--- config.mk ---
export PLATFORM = sky130hd
export DESIGN_NAME = cdb_arbiter
export DESIGN_NICKNAME = d
export VERILOG_FILES = /design/src/rtl/cdb_arbiter_pkg.sv /design/src/rtl/cdb_fifo.sv /design/src/rtl/cdb_arbiter.sv
export SDC_FILE = /design/constraint.sdc
export NUM_CORES = 1
export LEC_CHECK = 0
export BUFFER_PORTS_ARGS = -buffer_cell sky130_fd_sc_hd__buf_2
export CORE_ASPECT_RATIO = 0.7
export CORE_MARGIN = 3
export CORE_UTILIZATION = 57
export DETAILED_ROUTE_END_ITERATION = 12
export PLACE_DENSITY = 0.86
export SLEW_MARGIN = 40
export SYNTH_ARGS = -nofsm -noshare
export SYNTH_HDL_FRONTEND = slang
export SYNTH_SLANG_ARGS = --single-unit
--- constraint.sdc ---
create_clock -name clk -period 3 [get_ports clk]
set_clock_uncertainty 0.15 [all_clocks]
set_input_delay 0.3 -clock clk [delete_from_list [all_inputs] [get_ports clk]]
set_output_delay 0.3 -clock clk [all_outputs]
set_load 0.02 [all_outputs]
--- src/rtl/cdb_arbiter_pkg.sv ---
// cdb_arbiter shared types: result source ids and the round-robin pick.
// Imported by cdb_arbiter; cdb_fifo is type-agnostic.
package cdb_arbiter_pkg;

  typedef enum logic {
    SRC_RS = 1'b0,
    SRC_LS = 1'b1
  } src_e;

  typedef struct packed {
    logic vld;
    src_e src;
  } grant_t;

  // Both contenders: take the one not served last.
  function automatic grant_t rr_pick(
    input logic av_rs,
    input logic av_ls,
    input src_e last
  );
    grant_t g;
    g.vld = av_rs | av_ls;
    if (av_rs && av_ls) begin
      g.src = (last == SRC_RS) ? SRC_LS : SRC_RS;
    end else begin
      g.src = av_ls ? SRC_LS : SRC_RS;
    end
    return g;
  endfunction

endpackage

--- src/rtl/cdb_fifo.sv ---
// Small power-of-two FIFO, one per result source.
// Ports: push/pop/flush in, din in; full/empty/head out.
module cdb_fifo #(
  parameter int DEPTH = 2,
  parameter int W     = 36
) (
  input  logic         clk,
  input  logic         rst_n,
  input  logic         push,
  input  logic         pop,
  input  logic         flush,
  input  logic [W-1:0] din,
  output logic         full,
  output logic         empty,
  output logic [W-1:0] head
);

  localparam int PW = $clog2(DEPTH);
  localparam logic [PW-1:0] P_ONE = 1;
  localparam logic [PW:0]   C_ONE = 1;
  localparam logic [PW:0]   C_FULL = (PW+1)'(DEPTH);

  logic [PW-1:0] wptr_q, wptr_d;
  logic [PW-1:0] rptr_q, rptr_d;
  logic [PW:0]   cnt_q, cnt_d;
  logic [W-1:0]  mem_q [DEPTH];
  logic [W-1:0]  mem_d [DEPTH];

  always_comb begin
    wptr_d = wptr_q;
    rptr_d = rptr_q;
    cnt_d  = cnt_q;
    mem_d  = mem_q;
    if (flush) begin
      wptr_d = '0;
      rptr_d = '0;
      cnt_d  = '0;
    end else begin
      if (push) begin
        mem_d[wptr_q] = din;
        wptr_d = wptr_q + P_ONE;
      end
      if (pop) begin
        rptr_d = rptr_q + P_ONE;
      end
      case ({push, pop})
        2'b10:   cnt_d = cnt_q + C_ONE;
        2'b01:   cnt_d = cnt_q - C_ONE;
        default: cnt_d = cnt_q;
      endcase
    end
  end

  always_ff @(posedge clk or negedge rst_n) begin
    if (!rst_n) begin
      wptr_q <= '0;
      rptr_q <= '0;
      cnt_q  <= '0;
      for (int i = 0; i < DEPTH; i++) begin
        mem_q[i] <= '0;
      end
    end else begin
      wptr_q <= wptr_d;
      rptr_q <= rptr_d;
      cnt_q  <= cnt_d;
      mem_q  <= mem_d;
    end
  end

  assign full  = (cnt_q == C_FULL);
  assign empty = (cnt_q == '0);
  assign head  = mem_q[rptr_q];

endmodule

--- src/rtl/cdb_arbiter.sv ---
// Round-robin merge of ALU and LS results onto a registered CDB.
// Ports: rs/ls valid,tag,data in + ready out; cdb_* out. Macro: CDB_BYPASS_EN.
module cdb_arbiter
  import cdb_arbiter_pkg::*;
#(
  parameter int FIFO_DEPTH = 2,
  parameter int DATA_W     = 32,
  parameter int ROB_ID_W   = 4
) (
  input  logic                clk,
  input  logic                rst_n,
  input  logic                rdy,
  input  logic                rollback_sign_from_rob,
  input  logic                valid_sign_from_rs_ex,
  input  logic [ROB_ID_W-1:0] rob_id_from_rs_ex,
  input  logic [DATA_W-1:0]   data_from_rs_ex,
  output logic                ready_to_rs_ex,
  input  logic                valid_sign_from_ls_ex,
  input  logic [ROB_ID_W-1:0] rob_id_from_ls_ex,
  input  logic [DATA_W-1:0]   data_from_ls_ex,
  output logic                ready_to_ls_ex,
  output logic                cdb_valid,
  output logic [ROB_ID_W-1:0] cdb_rob_id,
  output logic [DATA_W-1:0]   cdb_data,
  output logic                cdb_src
);

  localparam int EW = ROB_ID_W + DATA_W;
  // Unused tag value marking an idle bus.
  localparam logic [ROB_ID_W-1:0] INVALID_ROB = '1;

  logic          full_rs, empty_rs;
  logic          full_ls, empty_ls;
  logic [EW-1:0] head_rs, head_ls;
  logic [EW-1:0] in_rs, in_ls, win;
  logic          act, flush;
  logic          acc_rs, acc_ls;
  logic          av_rs, av_ls;
  logic          sel_rs, sel_ls;
  logic          byp_rs, byp_ls;
  logic          push_rs, push_ls;
  logic          pop_rs, pop_ls;
  grant_t        gnt;

  // Holds ready low until the first edge after reset release.
  logic          en_q, en_d;
  src_e          last_q, last_d;
  logic          cv_q, cv_d;
  logic [ROB_ID_W-1:0] ctag_q, ctag_d;
  logic [DATA_W-1:0]   cdat_q, cdat_d;
  src_e          csrc_q, csrc_d;

  assign in_rs = {rob_id_from_rs_ex, data_from_rs_ex};
  assign in_ls = {rob_id_from_ls_ex, data_from_ls_ex};

  assign ready_to_rs_ex = en_q & rdy & ~full_rs;
  assign ready_to_ls_ex = en_q & rdy & ~full_ls;

  assign act   = rdy & ~rollback_sign_from_rob;
  assign flush = rdy & rollback_sign_from_rob;

  assign acc_rs = valid_sign_from_rs_ex & ready_to_rs_ex
                & ~rollback_sign_from_rob;
  assign acc_ls = valid_sign_from_ls_ex & ready_to_ls_ex
                & ~rollback_sign_from_rob;

`ifdef CDB_BYPASS_EN
  assign av_rs = ~empty_rs | acc_rs;
  assign av_ls = ~empty_ls | acc_ls;
`else
  assign av_rs = ~empty_rs;
  assign av_ls = ~empty_ls;
`endif

  assign gnt    = rr_pick(av_rs, av_ls, last_q);
  assign sel_rs = act & gnt.vld & (gnt.src == SRC_RS);
  assign sel_ls = act & gnt.vld & (gnt.src == SRC_LS);

`ifdef CDB_BYPASS_EN
  // An empty FIFO can only win through its live input.
  assign byp_rs = sel_rs & empty_rs;
  assign byp_ls = sel_ls & empty_ls;
`else
  assign byp_rs = 1'b0;
  assign byp_ls = 1'b0;
`endif

  assign push_rs = acc_rs & ~byp_rs;
  assign push_ls = acc_ls & ~byp_ls;
  assign pop_rs  = sel_rs & ~byp_rs;
  assign pop_ls  = sel_ls & ~byp_ls;

  cdb_fifo #(.DEPTH(FIFO_DEPTH), .W(EW)) u_fifo_rs (
    .clk   (clk),
    .rst_n (rst_n),
    .push  (push_rs),
    .pop   (pop_rs),
    .flush (flush),
    .din   (in_rs),
    .full  (full_rs),
    .empty (empty_rs),
    .head  (head_rs)
  );

  cdb_fifo #(.DEPTH(FIFO_DEPTH), .W(EW)) u_fifo_ls (
    .clk   (clk),
    .rst_n (rst_n),
    .push  (push_ls),
    .pop   (pop_ls),
    .flush (flush),
    .din   (in_ls),
    .full  (full_ls),
    .empty (empty_ls),
    .head  (head_ls)
  );

  always_comb begin
    win = head_rs;
    if (sel_ls) begin
      win = byp_ls ? in_ls : head_ls;
    end else if (byp_rs) begin
      win = in_rs;
    end
  end

  always_comb begin
    en_d   = 1'b1;
    last_d = last_q;
    cv_d   = cv_q;
    ctag_d = ctag_q;
    cdat_d = cdat_q;
    csrc_d = csrc_q;
    if (flush) begin
      cv_d   = 1'b0;
      ctag_d = INVALID_ROB;
      cdat_d = '0;
      last_d = SRC_RS;
    end else if (act && gnt.vld) begin
      cv_d   = 1'b1;
      ctag_d = win[EW-1:DATA_W];
      cdat_d = win[DATA_W-1:0];
      csrc_d = gnt.src;
      last_d = gnt.src;
    end else if (act) begin
      cv_d   = 1'b0;
      ctag_d = INVALID_ROB;
      cdat_d = '0;
    end
  end

  always_ff @(posedge clk or negedge rst_n) begin
    if (!rst_n) begin
      en_q   <= 1'b0;
      last_q <= SRC_RS;
      cv_q   <= 1'b0;
      ctag_q <= INVALID_ROB;
      cdat_q <= '0;
      csrc_q <= SRC_RS;
    end else begin
      en_q   <= en_d;
      last_q <= last_d;
      cv_q   <= cv_d;
      ctag_q <= ctag_d;
      cdat_q <= cdat_d;
      csrc_q <= csrc_d;
    end
  end

  assign cdb_valid  = cv_q;
  assign cdb_rob_id = ctag_q;
  assign cdb_data   = cdat_q;
  assign cdb_src    = csrc_q;

endmodule

Word level (Yosys, flattened, before mapping)
Cells that the tools add are included.

Add/sub/neg operators: 8. Order comparisons: 6. Equal/unequal tests: 6. Multiplexer cells: 39. Bitwise gates (word level): 24. Reduce and logical (&&, ||, !) cells: 17.

Operators by type and width (count): $mux 36 (9); $bwmux 72 (2); $mux 32 (3); $demux 36 s1 (2); $mux 1 (16); $and 1x1->1 (12); $mux 4 (3); $reduce_bool 2->1 (5); $reduce_bool 3->1 (3); $eq 2x2->1 const B (4); $ge 2x2->1 const B (4); $not 1->2 (4); $pmux 2 s2 (2); $not 1->1 (7); $reduce_and 2->1 (3); $add 1x1->1 const B (4); $add 2x1->2 const B (2); $eq 2x1->1 const B (2); $logic_and 1x1->1 (4); $logic_not 2->1 (2); $lt 2x1->1 const B (2); $mux 2 (2); $sub 2x1->2 const B (2); $or 1x1->1 (1).

Register bits after elaboration: 192. Bits of input ports: 78.

Logic depth before layout (Yosys ltp)
Gate-level depths: netlist of run 1.

Depth after elaboration: 9. Depth in mapped cells: 7. Gate-level depth less buffers: 4.

By module
A second synthesis of run 1 with hierarchy kept.

Cells, all modules: 631. Area total of the unflattened synthesis: 9042.4 sq um.

By module, submodules not included: cdb_fifo (instances 2, cells an instance 212, area an instance 3587.2 sq um); cdb_arbiter (instances 1, cells an instance 207, area an instance 1868.0 sq um).

Least setup slack after synthesis of run 1
OpenSTA, ideal clock, no wires.

Path kind: register to register. Start: reg u_fifo_ls.cnt_q[1]. End: reg u_fifo_ls.mem_q[42] (netlist bit). Setup time: 125 ps. Arrival time: 1991 ps. Data required time: 2725 ps. Slack: 734 ps. Stages on the path, launching flop included: 7. Period minus slack after synthesis: 2266 ps. Cell sequence: dfrtp_1 nor2b_1 or4b_1 buf_2 nor2_2 buf_4 mux2_2.

Cells in the longest elaborated chain, start to end: 6.

Ends and longest elaborated chain: start: declaration (RTL line cdb_fifo.sv:25) `logic [PW:0] cnt_q, cnt_d;`; start signal: assignment (RTL line cdb_fifo.sv:65) `cnt_q <= cnt_d;`; $eq 2x2->1 (RTL line cdb_fifo.sv:70) `assign full = (cnt_q == C_FULL);`; $not 1->1 (RTL line cdb_arbiter.sv:57) `assign ready_to_ls_ex = en_q & rdy & ~full_ls;`; $and 1x1->1 (RTL line cdb_arbiter.sv:57); $and 1x1->1 (RTL line cdb_arbiter.sv:64) `assign acc_ls = valid_sign_from_ls_ex & ready_to_ls_ex`; $and 1x1->1 (RTL line cdb_arbiter.sv:65) `& ~rollback_sign_from_rob;`; $reduce_and 2->1 (no source line); end signal: assignment (RTL line cdb_fifo.sv:66) `mem_q <= mem_d;`; end: declaration (RTL line cdb_fifo.sv:26) `logic [W-1:0] mem_q [DEPTH];`.

No other way between the ends. A chain may end at the register's enable or synchronous reset.

Worst setup path after layout of run 1
Start: reg u_fifo_ls.cnt_q[1]. End: reg u_fifo_ls.mem_q[21] (netlist bit).

The elaborated chain is that of the path after synthesis.

==> summary.txt, run 1 <==
Clocking
  • PostCTS Resize Cnt: 0
  • Root Buffer: clkbuf_16
  • Longest Clk Path Bufs: 2
  • Clock transition at path regs: 0.06 ns
  • CTS Sinks: 192
  • Clk Latency, worst-skew pair: 0.43 ns
  • Total CTS buffers: 17
  • CTS tree: done
  • Clock H-tree levels: 4

Worst setup path
  • Crit path buf inv count: 1
  • Slowest stage delay, CP: 0.65 ns
  • R2r setup slk: 0.31 ns
  • Critical path, cell by cell: nor2b_1 -> or4b_1 -> or2_2 -> buf_12 -> mux2_4
  • Critical Path Source: u_fifo_ls.cnt_q[1]
  • CP Depth: 5
  • Worst R2R Start: u_fifo_ls.cnt_q[1]
  • Crit-path max FO: 25
  • Top delay family on crit path: simple AND/OR/NAND/NOR gates
  • Crit. End Element: register
  • Startpoint types: register
  • R2R depth: 5
  • CP Capture Point: u_fifo_ls.mem_q[21]
  • Critical path data required time: 3.16 ns
  • RR Endpoint: u_fifo_ls.mem_q[21]
  • Slowest-stage cell, CP: or4b_1
  • CP arrival: 2.85 ns
  • Path type of the worst setup path: register to register

Hold path
  • Hold wc startpoint: data_from_rs_ex[31]
  • Worst hold path type: input pin to register

Die
  • I/O Pins: between 100 and 150
  • Initial Util: 60.0%
  • Core Region: between 10000 and 15000 µm²
  • FP Rows: 36
  • Die height: 109 µm
  • Die Footprint: between 15000 and 20000 µm²
  • Die X: about 150 µm

Detailed routing
  • First drt pass iteration count: 5
  • Routed vias: approximately 6.1k
  • Routed Antenna Nets: 0
  • WL per Instance: a little over 20 µm
  • DR DRC count: 0
  • Total Wirelength: between 20 and 25 mm
  • Vias per cell: approximately 5.9
  • Drt initial violations: 564

Yosys
  • Synth Flop Type: dfrtp_1
  • Yosys reg bits: 192
  • Leading area contributor after synthesis: dfrtp_1
  • YS warnings: 0
  • Ys async rst share: 100%
  • Seq/Total Area, Yosys: around 56%
  • Post-synth EDFFs: 0
  • Top post-synthesis cells by area: dfrtp_1 55%, mux2_2 15%, a211oi_1 5.6%
  • Post-synth top area share: around 55%
  • Post-Syn Area: 8560 µm²
  • Avg Inst Size Synth: about 13 µm²
  • Synth Net Count: approximately 730
  • Cell with the most instances after synthesis: dfrtp_1
  • Commonest cells post-synth: 188 x dfrtp_1, 114 x mux2_2, 68 x nor2b_1, 64 x a211oi_1
  • Unique masters post-synth: 42
  • Post-Synthesis Cells: between 600 and 700

Cells and area
  • Area Overhead vs Synth: 25.2%
  • Layout Nets: roughly 910
  • Number of diodes: 0
  • Share of layout cells above drive strength 1: a little under two fifths

Run status
  • Outcome: finished clean

GRT
  • Maximum number of pins on one net before global-route repair: 108
  • Initial antenna violation count: 0
  • Vias in the first global route: approximately 6.4k
  • Grt ovf: 0
  • First-pass GRT wire length: 33.8 mm
  • GRT Util Overall: around a quarter

Timing
  • Final worst-path cycle share: 89.8%
  • Worst relative slew slack: 42.3%
  • Setup_tns: 0 ns
  • Max-slew violation count: 0
  • Worst slew pin tran: between 0.8 and 0.9 ns
  • RSZ-0062 raised after global routing: no
  • Final Hold Viols: 0
  • Max Clock Freq: 0.371 GHz
  • Final setup violation count: 0
  • Tmin final: 2.69 ns

Place
  • Post-DP HPWL: approximately 13 mm
  • PortBufs: 117
  • GPL Wtd Cong: 0.816

Job
  • Max Cap Viol: 0

Pwr
  • PwrDens: 767 nW/µm²
  • Pwr Total: approximately 8 mW
  • Peak VDD IR: about 0.0004 V
  • Pleak: 4.95 nW
==> worst min path at each step <==
stage	endpoint	slack, ns	depth (start not counted)
after global routing	u_fifo_rs.mem_q[67]	0.02	2
after floorplan	cdb_data[0]	-0.15	0
final	u_fifo_rs.mem_q[67]	0.04	2
after CTS	u_fifo_rs.mem_q[67]	0.008	2
after detailed placement	u_fifo_rs.mem_q[70]	0.30	1
after global placement	u_fifo_rs.mem_q[70]	0.31	1
==> cells by family (layout without fill, tap and decap cells) <==
family,count (synthesis),in the layout,synth area share [%]
flip-flops,192,192,56.2
multiplexers,159,159,22.0
buffers and inverters,83,273,4.14
XOR/XNOR,1,1,0.102
AND/OR/NAND/NOR,95,95,6.69
AO/OA/AOI/OAI,120,120,10.8
other,1,1,0.0438
==> worst reg2reg max path, cell delays in order (launching register included) <==
cell and delay (ns):
dfrtp_1 0.47, nor2b_1 0.18, or4b_1 0.65, or2_2 0.53
buf_12 0.26, mux2_4 0.34
==> sequential cells by signal (all words and copies together) (netlist names), 2 cells and up <==
register / count
cdb_rob_id: 4
u_fifo_ls.mem_q: 72
u_fifo_ls.cnt_q: 2
u_fifo_rs.cnt_q: 2
u_fifo_rs.mem_q: 72
cdb_data: 32
==> area by class of cell <==
class	instances	area, µm²
flip-flops and latches	192	4810
fillers	875	3560
multi-input cells	376	3440
repair buffers	205	1490
clock buffers	24	522
well taps	190	238
inverters	36	135
clock inverters	8	76.3
==> what timing repair did <==
item,CTS,global route
endpoints found under the setup margin,0,0
hold buffers,72,0
setup buffers,0,0
endpoints found under the hold margin,243,0
==> layer usage <==
layer  up-vias  global-route usage (%)  wire, µm
li1       2711                       -         -
met1      3087                    34.5      9090
met2       232                    43.7     10300
met3        42                    6.48      1330
met4         0                    7.63       385
met5         -                       0         0
==> power breakdown <==
| part | internal [mW] | switching (mW) |
|---|---|---|
| logic | 1.10 | 1.16 |
| registers | 3.20 | 0.514 |
| clock network | 1.30 | 0.956 |
==> placed cells by master, fill, tap and decap left out, drive strengths merged, types with 2 or more instances in the layout <==
master	synthesis	layout
or2	2	2
o21a	2	2
dfrtp	188	188
nor2b	68	68
clkinv	0	4
nor2	6	6
o32ai	32	32
mux2	144	144
nand3	3	3
dfstp	4	4
o21bai	2	2
mux2i	15	15
buf	11	133
o22a	4	4
a21oi	4	4
nand2	8	8
clkbuf	36	24
o21ai	5	5
inv	36	36
a211oi	64	64
dlygate4sd3	0	72
clkinvlp	0	3
==> stage by stage <==
stage | std cells | hold slack (ns) | instance area [µm²] | worst slack, ns | utilization (%)
after detailed placement | 926 | 0.305 | 9360 | 0.366 | 65.5
after global routing | 1031 | 0.0178 | 10700 | 0.257 | 75.1
after global placement | 926 | 0.307 | 9360 | 0.452 | 65.5
after CTS | 1030 | 0.00755 | 10700 | 0.373 | 74.8
after floorplan | 651 | -0.146 | 8560 | 0.734 | -
final | 1031 | 0.0379 | 10700 | 0.307 | 75.1
Note: power is estimated with default switching activity, not from simulation.
==> run 2, diff against run 1 <==
--- a/config.mk
+++ b/config.mk
@@ -6,11 +6,14 @@
 export NUM_CORES = 1
 export LEC_CHECK = 0
 export BUFFER_PORTS_ARGS = -buffer_cell sky130_fd_sc_hd__buf_2
+export CELL_PAD_IN_SITES_DETAIL_PLACEMENT = 1
+export CELL_PAD_IN_SITES_GLOBAL_PLACEMENT = 1
 export CORE_ASPECT_RATIO = 0.7
 export CORE_MARGIN = 3
-export CORE_UTILIZATION = 57
+export CORE_UTILIZATION = 47
+export CTS_CLUSTER_SIZE = 12
 export DETAILED_ROUTE_END_ITERATION = 12
-export PLACE_DENSITY = 0.86
+export PLACE_DENSITY = 0.87
 export SLEW_MARGIN = 40
 export SYNTH_ARGS = -nofsm -noshare
 export SYNTH_HDL_FRONTEND = slang
==> run 2 against run 1 <==
- setup slack worse by 0.034 ns
- sequential share of layout area is 0.25 points lower
- final area is 0.56% higher
- final cell count is 3.9% higher
- register-to-register slack worse by 0.03 ns
- routed wire length is 17% higher
- core utilization is 14 points lower
==> summary.txt, run 2 (same netlist as run 1, synthesis figures left out) <==
Clocking
  • Root Buffer: clkbuf_16
  • Clk Latency, worst-skew pair: 0.44 ns (about the same)
  • CTS Sinks: 192 (unchanged)
  • Clock transition at path regs: 0.07 ns (about the same)
  • Total CTS buffers: 17 (unchanged)
  • CTS tree: done
  • Longest Clk Path Bufs: 2 (unchanged)
  • Clock H-tree levels: 4 (unchanged)

Die
  • Die Footprint: 19900 µm² (+20%)
  • Die height: 119 µm (+9.6%)
  • Initial Util: 48.9% (-11 points)
  • Core Region: 17500 µm² (+23%)
  • FP Rows: 40 (+11%)
  • Die X: 167 µm (+9.7%)
  • I/O Pins: 118 (unchanged)

Worst setup path
  • Slowest stage delay, CP: 0.65 ns (about the same)
  • Crit path buf inv count: 1 (unchanged)
  • CP arrival: 2.89 ns (+0.04 ns)
  • RR Endpoint: u_fifo_ls.mem_q[19]
  • R2r setup slk: 0.27 ns (-0.03 ns)
  • Path type of the worst setup path: register to register
  • Crit-path max FO: 22 (-12%)
  • Top delay family on crit path: simple AND/OR/NAND/NOR gates
  • R2R depth: 5 (unchanged)
  • Critical path, cell by cell: nor2b_1 -> or4b_1 -> or2_2 -> buf_12 -> mux2_4
  • Critical path data required time: 3.16 ns (about the same)
  • Crit. End Element: register
  • Slowest-stage cell, CP: or4b_1
  • Worst R2R Start: u_fifo_ls.cnt_q[1]
  • Startpoint types: register

Pwr
  • PwrDens: 788 nW/µm² (+2.9%)
  • Logic gate share of total power: 27.9% (+0.5 points)
  • Internal: 5.70 mW (+2.0%)
  • Clock share of power: 28.5% (+1.1 points)
  • Pleak: 4.94 nW (-0.19%)
  • Peak VDD IR: 0.000389 V (-2.8%)
  • Sw Share: 32.9% (+0.96 points)
  • Register share of total power: 43.6% (-1.6 points)
  • Net Sw Power: 2.80 mW (+6.5%)

Timing
  • Worst relative slew slack: 58.2% (+16 points)
  • Final setup violation count: 0 (unchanged)
  • Max-slew violation count: 0 (unchanged)
  • Worst Slack Setup Final: 0.274 ns (-0.0337 ns)
  • Tmin final: 2.73 ns (+0.0337 ns)
  • RSZ-0062 raised after global routing: no
  • Max Clock Freq: 0.367 GHz (-1.2%)
  • Setup_tns: 0 ns (unchanged)
  • Worst slew pin tran: 0.627 ns (-0.238 ns)
  • Final Hold Viols: 0 (unchanged)
  • Final worst-path cycle share: 90.9% (+1.1 points)

Cells and area
  • Area Overhead vs Synth: 25.9%
  • Commonest non-fill, non-tap cells in the layout: 186 x dfrtp_1, 116 x buf_2, 114 x mux2_2
  • Utilization after layout: 61.5% (-14 points)
  • Layout Nets: 904 (-0.22%)
  • Most common cell after layout, fill and taps aside: dfrtp_1
  • Share of layout cells above drive strength 1: 38.1% (-0.15 points)

Detailed routing
  • Routed vias: 6123 (+0.84%)
  • WL per Instance: 23.1 µm (+13%)
  • First drt pass iteration count: 5 (unchanged)
  • Total Wirelength: 24.7 mm (+17%)
  • Vias per cell: 5.72 (-2.9%)
  • DR DRC count: 0 (unchanged)
  • Drt initial violations: 373 (-34%)
  • Routed Antenna Nets: 0 (unchanged)

GRT
  • Grt ovf: 0 (unchanged)
  • First-pass GRT wire length: 39.2 mm (+16%)
  • Initial antenna violation count: 1 (+1)
  • Maximum number of pins on one net before global-route repair: 80 (-26%)
  • Vias in the first global route: 7023 (+9.4%)
  • GRT Util Overall: 25.1% (-1.0 points)

Hold path
  • Worst hold path type: input pin to register
  • Hold wc startpoint: rob_id_from_rs_ex[1]
  • Hold Path Sink: u_fifo_rs.mem_q[33]
  • WHS Path Cells: 2 (unchanged)

Place
  • Post-DP HPWL: 14.9 mm (+14%)
  • Pre-CTS setup slack: 0.289 ns (-0.0767 ns)
  • PortBufs: 117 (unchanged)
  • GPL Wtd Cong: 0.813 (-0.27%)

Run status
  • Outcome: finished clean

Job
  • Max Cap Viol: 0 (unchanged)
[run 2: changes by cell type in the layout (fill, tap and decap cells not counted), moves of 2 or more]
| cell | previous run | this run |
|---|---|---|
| bufinv_16 | 1 | 4 |
| buf_4 | 12 | 9 |
| buf_12 | 3 | 6 |
| clkbuf_8 | 7 | 1 |
| inv_6 | 0 | 2 |
[run 2: through the flow]
| step | power [mW] | instances | hold slack [ns] | instance area (µm²) |
|---|---|---|---|---|
| after detailed placement | 5.96 | 967 | 0.115 | 9450 |
| after global routing | 8.92 | 1071 | 0.0151 | 10800 |
| after global placement | 5.75 | 967 | 0.102 | 9440 |
| final | 8.50 | 1071 | 0.0169 | 10800 |
| after CTS | 8.50 | 1070 | 0.00549 | 10800 |
| after floorplan | 5.12 | 651 | -0.146 | 8560 |
[run 2: repair_timing]
action                                 in CTS  in global routing
hold buffers                               71                  0
gates resized for setup                     0                  0
endpoints found under the hold margin     176                  0
setup buffers                               0                  0
[run 2: metal layers]
layer	global-route usage (%)	wire, µm	vias to the layer above
met4	6.54	357	0
met5	0	0	-
met1	32.4	10700	3207
met2	43.3	12600	180
met3	5.28	1110	35
li1	-	-	2701
[run 2: cell type report]
cell class | instances | area, µm²
Fill cell | 1715 | 6740
Antenna cell | 1 | 2.50
Clock buffer | 18 | 429
Tap cell | 231 | 289
Timing Repair Buffer | 203 | 1490
Multi-Input combinational cell | 376 | 3430
Clock inverter | 14 | 188
Inverter | 36 | 135
Sequential cell | 192 | 4810
[run 2: worst max path at each step]
stage / to / cells after the start / from
detailed placement: u_fifo_rs.mem_q[55] / 6 / rdy
finish: u_fifo_ls.mem_q[19] / 5 / u_fifo_ls.cnt_q[1]
floorplan: u_fifo_ls.mem_q[42] / 6 / u_fifo_ls.cnt_q[1]
global placement: u_fifo_ls.mem_q[23] / 5 / u_fifo_ls.cnt_q[1]
global route: u_fifo_ls.mem_q[27] / 5 / u_fifo_ls.cnt_q[1]
CTS: u_fifo_ls.mem_q[31] / 5 / u_fifo_ls.cnt_q[1]
[run 2: power groups by stage]
stage	clock, mW	combinational, mW	sequential [mW]
final	2.42	2.37	3.71
after global routing	2.57	2.58	3.77
after CTS	2.45	2.38	3.68
after detailed placement	0	2.26	3.71
after global placement	0	2.11	3.64
after floorplan	0	1.51	3.61
==> run 3, diff against run 2 <==
--- a/config.mk
+++ b/config.mk
@@ -10,11 +10,13 @@
 export CELL_PAD_IN_SITES_GLOBAL_PLACEMENT = 1
 export CORE_ASPECT_RATIO = 0.7
 export CORE_MARGIN = 3
-export CORE_UTILIZATION = 47
+export CORE_UTILIZATION = 48
 export CTS_CLUSTER_SIZE = 12
 export DETAILED_ROUTE_END_ITERATION = 12
+export HOLD_SLACK_MARGIN = 0.08
 export PLACE_DENSITY = 0.87
 export SLEW_MARGIN = 40
 export SYNTH_ARGS = -nofsm -noshare
 export SYNTH_HDL_FRONTEND = slang
+export SYNTH_HIERARCHICAL = 1
 export SYNTH_SLANG_ARGS = --single-unit
==> run 3 against run 2 <==
- sequential share of layout area fell by 1.3 points
- clock-buffer cell count did not move
- critical endpoint is now u_fifo_ls/mem_q[38]
- setup slack improved by 0.27 ns
- core utilization fell by 0.80 points
- final cell count did not move
- critical path depth rose by 1
- via count fell by 3.7%
- flip-flop and latch count did not move
- first-iteration DRC count rose by 1.6%
- non-clock buffer count rose by 5
==> summary.txt, run 3 <==
Run status
  • Outcome: finished clean

Yosys
  • Ys async rst share: 100% (unchanged)
  • Seq/Total Area, Yosys: 53.2% (-3.0 points)
  • YS warnings: 6 (+6)
  • Yosys reg bits: 192 (unchanged)
  • Leading area contributor after synthesis: dfrtp_1
  • Avg Inst Size Synth: 14.3 µm² (+9.0%)
  • Post-Synthesis Cells: 631 (-3.1%)
  • Post-synth top area share: 52.0% (-2.9 points)
  • Post-synth EDFFs: 0 (unchanged)
  • Synth Flop Type: dfrtp_1
  • Cell with the most instances after synthesis: dfrtp_1
  • Synth Net Count: 709 (-2.7%)
  • Unique masters post-synth: 37 (-12%)
  • Commonest cells post-synth: 188 x dfrtp_1, 120 x mux2_4, 96 x mux2_2, 35 x nor2_1, 34 x inv_1
  • Post-Syn Area: 9040 µm² (+5.6%)
  • Top post-synthesis cells by area: dfrtp_1 52%, mux2_4 20%, mux2_2 12%

Worst setup path
  • Slowest-stage cell, CP: dfrtp_1
  • Critical path, cell by cell: nor2b_1 -> nor4b_1 -> buf_4 -> nor3b_4 -> buf_4 -> mux2_2
  • Crit-path max FO: 20 (-9.1%)
  • Startpoint types: register
  • CP most frequent cell: buf_4
  • Crit. End Element: register
  • CP arrival: 2.63 ns (-0.26 ns)
  • Slowest stage delay, CP: 0.41 ns (-0.24 ns)
  • Critical path data required time: 3.17 ns (about the same)
  • Path type of the worst setup path: register to register

Hold path
  • Worst hold path type: input pin to register

Timing
  • Final Hold Viols: 0 (unchanged)
  • Setup_tns: 0 ns (unchanged)
  • Max-slew violation count: 0 (unchanged)
  • RSZ-0062 raised after global routing: no
  • Final worst-path cycle share: 82.0% (-8.9 points)
  • Worst relative slew slack: 48.5% (-9.7 points)
  • Tmin final: 2.46 ns (-0.266 ns)
  • Worst Slack Setup Final: 0.540 ns (+0.266 ns)
  • Final setup violation count: 0 (unchanged)
  • Worst slew pin tran: 0.773 ns (+0.146 ns)
  • Max Clock Freq: 0.406 GHz (+11%)

Die
  • Core Region: 18300 µm² (+4.3%)
  • I/O Pins: 118 (unchanged)
  • FP Rows: 41 (+2.5%)
  • Die Footprint: 20500 µm² (+3.3%)
  • Die height: 121 µm (+1.6%)
  • Initial Util: 49.5% (+0.64 points)
  • Die X: 170 µm (+1.6%)

Clocking
  • CTS tree: done
  • Clk Latency, worst-skew pair: 0.44 ns (about the same)
  • Total CTS buffers: 17 (unchanged)
  • Clock H-tree levels: 4 (unchanged)
  • Root Buffer: clkbuf_16
  • PostCTS Resize Cnt: 0 (unchanged)
  • Clock transition at path regs: 0.07 ns (about the same)
  • # Post-CTS Setup Buffers: 0 (unchanged)
  • Longest Clk Path Bufs: 2 (unchanged)
  • CTS Sinks: 192 (unchanged)

Place
  • Post-DP Area: 9790 µm² (+3.6%)
  • GPL Wtd Cong: 0.853 (+4.8%)
  • PortBufs: 117 (unchanged)
  • Pre-CTS setup slack: 0.586 ns (+0.297 ns)
  • Post-DP HPWL: 15.7 mm (+5.8%)

GRT
  • Vias in the first global route: 7063 (+0.57%)
  • Maximum number of pins on one net before global-route repair: 90 (+13%)
  • Grt ovf: 0 (unchanged)
  • GRT Util Overall: 26.3% (+1.2 points)
  • Initial antenna violation count: 0 (-1)
  • First-pass GRT wire length: 40.8 mm (+4.2%)

Detailed routing
  • DR DRC count: 0 (unchanged)
  • Drt initial violations: 379 (+1.6%)
  • First drt pass iteration count: 4 (-1)
  • Total Wirelength: 26.0 mm (+5.2%)
  • WL per Instance: 24.3 µm (+5.2%)
  • Vias per cell: 5.51 (-3.7%)
  • Routed Antenna Nets: 0 (unchanged)
  • Routed vias: 5899 (-3.7%)

Cells and area
  • Most common cell after layout, fill and taps aside: dfrtp_1
  • Commonest non-fill, non-tap cells in the layout: 186 x dfrtp_1, 120 x mux2_4, 116 x buf_2
  • Cell area after layout: 11100 µm² (+2.9%)
  • Layout Nets: 900 (-0.44%)
  • Number of diodes: 0 (-1)
  • Share of layout cells above drive strength 1: 47.8% (+9.6 points)
  • Area Overhead vs Synth: 22.7%

Pwr
  • PwrDens: 927 nW/µm² (+18%)
  • Peak VDD IR: 0.000480 V (+23%)
  • Pleak: 5.36 nW (+8.4%)

Job
  • Max Cap Viol: 0 (unchanged)
## run 3: changes by cell type in the layout (fill, tap and decap cells not counted), moves of 6 or more
cell / delta
o22ai_1: +21
mux2_4: +90
a22oi_1: +10
a211oi_1: -64
mux2i_1: -15
mux2_2: -18
nor2_1: +31
o32ai_1: -31
nor2b_1: -66
a21oi_1: +17
buf_4: +6
o21ai_1: +11
## run 3: final cells by class
class,count,area (µm²)
Clock buffer,18,429
Clock inverter,14,141
Fill cell,1787,7170
Inverter,36,135
Multi-Input combinational cell,367,3780
Sequential cell,192,4810
Tap cell,236,295
Timing Repair Buffer,208,1500
## run 3: metrics by stage
step / utilization (%) / hold slack [ns] / instances / power, mW
final: 60.7 / 0.233 / 1071 / 10.3
after floorplan: - / -0.146 / 631 / 6.79
after CTS: 60.7 / 0.220 / 1071 / 10.2
after detailed placement: 53.6 / 0.275 / 966 / 7.80
after global placement: 53.6 / 0.252 / 966 / 7.51
after global routing: 60.7 / 0.220 / 1071 / 10.8
## run 3: cell families (layout without fill, tap and decap cells)
family,after synthesis,in the layout,synth area share [%]
flip-flops,192,192,53.2
XOR/XNOR,8,8,0.775
buffers and inverters,72,276,5.26
AND/OR/NAND/NOR,66,66,3.87
AO/OA/AOI/OAI,76,76,4.98
multiplexers,216,216,31.9
other,1,1,0.0415
## run 3: power by group
group          switching (mW)  internal, mW
sequential              0.796          3.59
clock                    1.04          1.23
combinational            1.67          1.96
## run 3: worst max-delay path: cells and delay by family (launching register included)
family,cells,cell delay [ns]
muxes,1,0.39
buffers and inverters,2,0.63
and+or+nand+nor,3,0.73
DFF,1,0.41
## run 3: what timing repair did
item | in CTS | in global routing
hold endpoints to repair | 231 | 0
setup endpoints to repair | 0 | 0
hold buffers | 73 | 0
## run 3: layer usage
layer	part of all wire, %	track usage, %	vias up
li1	-	-	2578
met1	43	33.1	3114
met2	51	44.8	159
met3	4.0	5.56	48
met4	2.6	9.78	0
met5	0	0	-
## run 3: path summary, 6_finish.rpt
kind / start / endpoint / slack (ns) / cells after the start
max in group asynchronous: rst_n / cdb_rob_id[3] / 1.51 / 3
min in group asynchronous: rst_n / u_fifo_rs/mem_q[42] / 0.33 / 2
worst min register to register: u_fifo_ls/mem_q[1] / u_fifo_ls/mem_q[1] / 0.36 / 1
worst max register to register: u_fifo_ls/cnt_q[1] / u_fifo_ls/mem_q[38] / 0.54 / 6
worst max-delay path: u_fifo_ls/cnt_q[1] / u_fifo_ls/mem_q[38] / 0.54 / 6
worst min-delay path: rollback_sign_from_rob / cdb_rob_id[3] / 0.23 / 3
